**src/rtl/gsr_pur_pkg.sv**
```systemverilog
// Shared constants and helpers for the global set/reset and power-up reset net generator.
package gsr_pur_pkg;

    localparam string GSR_ENABLED  = "ENABLED";
    localparam string GSR_DISABLED = "DISABLED";

    // Bits needed to hold a counter that runs from 0 up to max_val inclusive.
    function automatic int cnt_width(input int max_val);
        return (max_val < 1) ? 1 : $clog2(max_val + 1);
    endfunction

endpackage

```
**src/rtl/gsr_pur_sync.sv**
```systemverilog
// Flop chain that brings the asynchronous GSR_N request into the CLKI domain.
module gsr_pur_sync #(
    parameter int STAGES = 2
) (
    input  logic clk,
    input  logic rst,
    input  logic d,
    output logic q
);

    logic [STAGES-1:0] chain;

    // Reset to 0 so the request reads as asserted until the chain has filled.
    always_ff @(posedge clk or posedge rst) begin
        if (rst)
            chain <= '0;
        else
            chain <= {chain[STAGES-2:0], d};
    end

    assign q = chain[STAGES-1];

endmodule

```
**src/rtl/gsr_pur_assign_unit.sv**
```systemverilog
// Drives the active-low PURNET and GSRNET global nets that primitive models fold into
// their internal set/reset.
module gsr_pur_assign_unit
    import gsr_pur_pkg::*;
#(
    parameter string GSR            = "ENABLED",
    parameter int    PUR_CYCLES     = 16,
    parameter int    GSR_MIN_CYCLES = 4,
    parameter int    SYNC_STAGES    = 2
) (
    output logic GSRNET,
    output logic PURNET,
    input  logic CLKI,
    input  logic RST,
    input  logic GSR_N
);

    localparam int PUR_W = cnt_width(PUR_CYCLES);
    localparam int STR_W = cnt_width(GSR_MIN_CYCLES);
    localparam logic [PUR_W-1:0] PUR_MAX  = PUR_W'(PUR_CYCLES);
    localparam logic [STR_W-1:0] STR_LOAD = STR_W'(GSR_MIN_CYCLES);
    localparam bit GSR_EN = (GSR != GSR_DISABLED);

    logic [PUR_W-1:0] pur_cnt;
    logic [PUR_W-1:0] pur_cnt_nxt;
    logic [STR_W-1:0] cnt;
    logic             sync_q;
    logic             gsr_nxt;

    gsr_pur_sync #(
        .STAGES (SYNC_STAGES)
    ) u_sync (
        .clk (CLKI),
        .rst (RST),
        .d   (GSR_N),
        .q   (sync_q)
    );

    // PURNET is decoded from the post-edge count so it rises on the PUR_CYCLES-th edge.
    assign pur_cnt_nxt = (pur_cnt == PUR_MAX) ? pur_cnt : pur_cnt + PUR_W'(1);

    assign gsr_nxt = GSR_EN ? (PURNET & sync_q & (cnt == '0)) : PURNET;

    always_ff @(posedge CLKI or posedge RST) begin
        if (RST) begin
            pur_cnt <= '0;
            PURNET  <= 1'b0;
        end else begin
            pur_cnt <= pur_cnt_nxt;
            PURNET  <= (pur_cnt_nxt == PUR_MAX);
        end
    end

    // A live request keeps reloading the stretch, so back-to-back requests merge.
    always_ff @(posedge CLKI or posedge RST) begin
        if (RST)
            cnt <= '0;
        else if (!sync_q)
            cnt <= STR_LOAD;
        else if (cnt != '0)
            cnt <= cnt - STR_W'(1);
    end

    always_ff @(posedge CLKI or posedge RST) begin
        if (RST)
            GSRNET <= 1'b0;
        else
            GSRNET <= gsr_nxt;
    end

endmodule

```
**config.mk**
```make
export PLATFORM = sky130hd
export DESIGN_NAME = gsr_pur_assign_unit
export DESIGN_NICKNAME = d
export VERILOG_FILES = /design/src/rtl/gsr_pur_pkg.sv /design/src/rtl/gsr_pur_sync.sv /design/src/rtl/gsr_pur_assign_unit.sv
export SDC_FILE = /design/constraint.sdc
export NUM_CORES = 1
export LEC_CHECK = 0
export CAP_MARGIN = 40
export CORE_AREA = 2 2 39 41
export CTS_CLUSTER_SIZE = 8
export DETAILED_ROUTE_END_ITERATION = 8
export DIE_AREA = 0 0 41 43
export REMOVE_ABC_BUFFERS = 1
export SYNTH_ARGS = -nofsm -noshare
export SYNTH_HDL_FRONTEND = slang
export SYNTH_SLANG_ARGS = --single-unit
export TNS_END_PERCENT = 10
```
**constraint.sdc**
```tcl
create_clock -name CLKI -period 1.9 [get_ports CLKI]
set_input_delay 0.38 -clock CLKI [delete_from_list [all_inputs] [get_ports CLKI]]
set_output_delay 0.38 -clock CLKI [all_outputs]
set_load 0.1 [all_outputs]
```
==> impl_results.html <==
<table>
<tr><th>Metric</th><th>Value</th></tr>
<tr><th colspan="2">Routing</th></tr>
<tr><td>First-pass iteration count of the detailed router</td><td>3</td></tr>
<tr><td>Number of antenna-violating nets in the routed design</td><td>0</td></tr>
<tr><td>Detailed-route via count</td><td>approximately 330</td></tr>
<tr><td>Drt wl/cell</td><td>approximately 10 um</td></tr>
<tr><td>DRC viols</td><td>0</td></tr>
<tr><td>Count of routing violations after the opening detailed-route iteration</td><td>4</td></tr>
<tr><td>DRT Wirelength</td><td>734 um</td></tr>
<tr><td>Via-to-Cell Ratio</td><td>4.74</td></tr>
<tr><th colspan="2">Global route</th></tr>
<tr><td>Total congestion overflow</td><td>0</td></tr>
<tr><td>Number of global-route vias before repair</td><td>approximately 350</td></tr>
<tr><td>Antenna violations before repair</td><td>0</td></tr>
<tr><td>Wire length of the first global-routing pass</td><td>about 1400 um</td></tr>
<tr><td>Maximum number of pins on one net before global-route repair</td><td>13</td></tr>
<tr><td>Global Route Usage Sum</td><td>between 10% and 20%</td></tr>
<tr><th colspan="2">Place</th></tr>
<tr><td>Placed Instance Area</td><td>between 500 and 600 sq um</td></tr>
<tr><td>Dpl cells</td><td>67</td></tr>
<tr><td>Number of port buffers</td><td>4</td></tr>
<tr><td>Sum of net half-perimeters after detailed placement</td><td>between 500 and 600 um</td></tr>
<tr><td>Final weighted congestion in routability-driven placement</td><td>between 0.7 and 0.8</td></tr>
<tr><th colspan="2">Cells and area</th></tr>
<tr><td>Final Cell Area</td><td>around 620 sq um</td></tr>
<tr><td>Area grow syn2layout</td><td>14.4%</td></tr>
<tr><td>Cell Count, Final, Fillers Out</td><td>70</td></tr>
<tr><td>Ant. Diodes</td><td>0</td></tr>
<tr><td>Layout filler cell count</td><td>131</td></tr>
<tr><td>Core utilization of the finished layout</td><td>between 40% and 50%</td></tr>
<tr><td>Net total in the final layout</td><td>63</td></tr>
<tr><td>Proportion of layout cells with a drive suffix above 1</td><td>about an eighth</td></tr>
<tr><th colspan="2">Outcome</th></tr>
<tr><td>Result of the run</td><td>finished, final reports clean</td></tr>
<tr><th colspan="2">STA</th></tr>
<tr><td>Unrepaired setup endpoints after global routing</td><td>no</td></tr>
<tr><td>Measured slew at the worst slew-check pin</td><td>about 0.44 ns</td></tr>
<tr><td>Worst hold margin</td><td>~0.36 ns</td></tr>
<tr><td>Final worst-path cycle share</td><td>75.3%</td></tr>
<tr><td>Timing-limited maximum frequency</td><td>about 700 MHz</td></tr>
<tr><td>Shortest period the worst path allows</td><td>1.43 ns</td></tr>
<tr><td>Number of pins exceeding their max-slew limit in the final report</td><td>0</td></tr>
<tr><td>Setup violations, final</td><td>0</td></tr>
<tr><td>Final count of hold timing violations</td><td>0</td></tr>
<tr><td>Total negative setup slack</td><td>0 ns</td></tr>
<tr><td>Post-route clock skew</td><td>~0.0056 ns</td></tr>
<tr><td>Worst slew margin</td><td>70.9%</td></tr>
<tr><th colspan="2">Min path</th></tr>
<tr><td>Type of the worst min-delay path</td><td>reg2reg</td></tr>
<tr><th colspan="2">Setup path</th></tr>
<tr><td>Type of origin of the critical path</td><td>register</td></tr>
<tr><td>Number of buffers and inverters on the critical path</td><td>0</td></tr>
<tr><td>CP max stage cell</td><td>sky130_fd_sc_hd__dfrtp_1</td></tr>
<tr><td>Gate family responsible for the most delay along the worst path</td><td>flip-flops</td></tr>
<tr><td>Critical Path RT</td><td>approximately 2.1 ns</td></tr>
<tr><td>List of cells traversed by the critical path</td><td>ha_1 &gt; nor3b_2 &gt; mux2i_1 &gt; a2111oi_2</td></tr>
<tr><td>Biggest fanout along the worst timing path</td><td>7</td></tr>
<tr><td>Critical Path End Type</td><td>register</td></tr>
<tr><td>Kind of critical path</td><td>reg2reg</td></tr>
<tr><td>Slack of the worst reg-to-reg path</td><td>0.47 ns</td></tr>
<tr><td>Data arrival time at the worst-slack endpoint</td><td>1.60 ns</td></tr>
<tr><td>CP peak stage delay</td><td>about 0.45 ns</td></tr>
<tr><th colspan="2">Synth</th></tr>
<tr><td>Cell types with the highest counts after synthesis</td><td>12 x sky130_fd_sc_hd__dfrtp_1, 8 x sky130_fd_sc_hd__inv_1, 4 x sky130_fd_sc_hd__ha_1, 4 x sky130_fd_sc_hd__nand3_1, 4 x sky130_fd_sc_hd__nor2_1</td></tr>
<tr><td>Number of flip-flops and latches in the synthesized netlist</td><td>12</td></tr>
<tr><td>Share of synthesized cell area in and, or, nand and nor gates</td><td>between 10 and 15%</td></tr>
<tr><td>Top-count cell post-synth</td><td>sky130_fd_sc_hd__dfrtp_1</td></tr>
<tr><td>Area share of the largest cell type after synthesis</td><td>55.6%</td></tr>
<tr><td>Share of flip-flops with an asynchronous set or reset</td><td>100%</td></tr>
<tr><td>Seq/Total Area, Yosys</td><td>55.6%</td></tr>
<tr><td>Proportion of synthesized area in mux cells</td><td>about 3.7%</td></tr>
<tr><td>Parity-gate share of the synthesized area counting xor and xnor cells</td><td>6.48%</td></tr>
<tr><td>Netlist cell types</td><td>16</td></tr>
<tr><td>Average instance area after synthesis</td><td>about 12 sq um</td></tr>
<tr><td>Syn Std Cell Area</td><td>541 sq um</td></tr>
<tr><td>Synth Area in Compound Gates</td><td>5.09%</td></tr>
<tr><td>Synth top area cells</td><td>sky130_fd_sc_hd__dfrtp_1 56%, sky130_fd_sc_hd__ha_1 9.3%, sky130_fd_sc_hd__inv_1 5.6%</td></tr>
<tr><td>Primary FF master, synth</td><td>sky130_fd_sc_hd__dfrtp_1</td></tr>
<tr><td>Largest area contributor in the synthesized netlist</td><td>sky130_fd_sc_hd__dfrtp_1</td></tr>
<tr><td>Number of enable flip-flop cells after synthesis</td><td>0</td></tr>
<tr><td>Instance count of the mapped netlist</td><td>47</td></tr>
<tr><td>Post-synthesis share of cell area spent on full adders, half adders and majority gates</td><td>under 10%</td></tr>
<tr><td>Warnings from Yosys</td><td>0</td></tr>
<tr><td>Largest family of logic cells by synthesized area</td><td>simple AND/OR/NAND/NOR gates</td></tr>
<tr><th colspan="2">Die</th></tr>
<tr><td>Die Area</td><td>1760 sq um</td></tr>
<tr><td>Row count</td><td>14</td></tr>
<tr><td>Die Y-Extent</td><td>between 40 and 50 um</td></tr>
<tr><td>Initial core utilization</td><td>39.1%</td></tr>
<tr><td>Chip Width</td><td>41 um</td></tr>
<tr><td>I/O Pins</td><td>5</td></tr>
<tr><td>Total core area</td><td>between 1000 and 1500 sq um</td></tr>
<tr><th colspan="2">CTS</th></tr>
<tr><td>Clock Tree Root</td><td>sky130_fd_sc_hd__clkbuf_4</td></tr>
<tr><td>CTS Buffer Depth</td><td>2</td></tr>
<tr><td>CTS clk-pin slew, worst paths</td><td>approximately 0.070 ns</td></tr>
<tr><td>Num Clock Sinks</td><td>12</td></tr>
<tr><td>Post-CTS Setup Inserts</td><td>0</td></tr>
<tr><td>H-tree level count</td><td>1</td></tr>
<tr><td>TritonCTS clock tree</td><td>done</td></tr>
<tr><td>Number of buffers created by CTS</td><td>3</td></tr>
<tr><td>Clock latency at the later pin of the worst-skew pair</td><td>0.27 ns</td></tr>
<tr><td>Number of buffers inserted for hold repair after clock tree synthesis</td><td>0</td></tr>
<tr><td>Number of gates resized after cts</td><td>0</td></tr>
<tr><th colspan="2">Power</th></tr>
<tr><td>Static Leak</td><td>about 0.00028 uW</td></tr>
<tr><td>Ratio of total power to cell area</td><td>about 1000 nW/um^2</td></tr>
<tr><td>IR Drop Worst-Case VDD</td><td>roughly 0.55 mV</td></tr>
<tr><th colspan="2">Flow run</th></tr>
<tr><td>Max-cap violations</td><td>0</td></tr>
</table>
sequential cells by signal (all words and copies together), names as in the netlist:
name          flops
pur_cnt           5
cnt               3
u_sync.chain      2
GSRNET            1
PURNET            1
worst register-to-register path, cell delays in order (launching register included):
cell and delay (ns):
sky130_fd_sc_hd__dfrtp_1 0.45, sky130_fd_sc_hd__ha_1 0.28, sky130_fd_sc_hd__nor3b_2 0.16, sky130_fd_sc_hd__mux2i_1 0.10, sky130_fd_sc_hd__a2111oi_2 0.34
through the flow:
step	power, uW	setup WS [ns]
2_1_floorplan	445	0.541
3_3_place_gp	471	0.485
3_5_place_dp	477	0.470
4_1_cts	635	0.455
5_1_grt	677	0.299
6_report	627	0.469
layout make-up:
class | instances | area (sq um) | area share, %
clock buffer | 3 | 22.5 | 3.64
inverter | 8 | 30.0 | 4.86
multi-input combinational | 27 | 210 | 34.0
sequential | 12 | 300 | 48.6
timing repair buffer | 4 | 35.0 | 5.67
tap | 16 | 20.0 | 3.24
power breakdown:
part / switching [uW] / leakage [uW] / internal (uW)
Combinational: 98.1 / 0.000125 / 70.8
Sequential: 13.8 / 0.000146 / 288
Clock: 82.4 / 0.0000138 / 73.4
Total: 194 / 0.000285 / 432
final timing paths:
kind,start,end,depth (start not counted)
worst min-delay path,u_sync.chain[0],u_sync.chain[1],0
worst max register to register,pur_cnt[0],PURNET,4
worst min register to register,u_sync.chain[0],u_sync.chain[1],0
min in group asynchronous,RST,pur_cnt[3],2
max in group asynchronous,RST,u_sync.chain[1],2
worst max-delay path,pur_cnt[0],PURNET,4
metal layers:
| metal | vias up | share of wire [%] | track usage, % |
|---|---|---|---|
| li1 | 168 | - | - |
| met1 | 153 | 46 | 15.9 |
| met2 | 7 | 45 | 16.9 |
| met3 | 4 | 4.5 | 4.71 |
| met4 | 0 | 4.6 | 12.0 |
| met5 | - | 0 | 0 |
logic make-up (layout without fill, tap and decap cells):
group	after synthesis	in the layout
xor gates and xnor gates	4	4
DFF	12	12
buffers and inverters	8	15
muxes	2	2
AOI/OAI and AO/OA	3	3
and+or+nand+nor	14	14
adders and majority gates	4	4
cells in the final DEF (no fill, tap or decap), drive strengths merged:
master         synthesis  routed
mux2i                  2       2
and3                   1       1
dfrtp                 12      12
xnor2                  3       3
nand3b                 1       1
nand2                  1       1
nor3b                  1       1
o21ai                  1       1
buf                    0       2
ha                     4       4
clkdlybuf4s50          0       2
inv                    8       8
a211oi                 1       1
nor2b                  2       2
xor2                   1       1
nor2                   4       4
nand3                  4       4
clkbuf                 0       3
a2111oi                1       1
No activity file was read; power rests on OpenSTA's default activity.
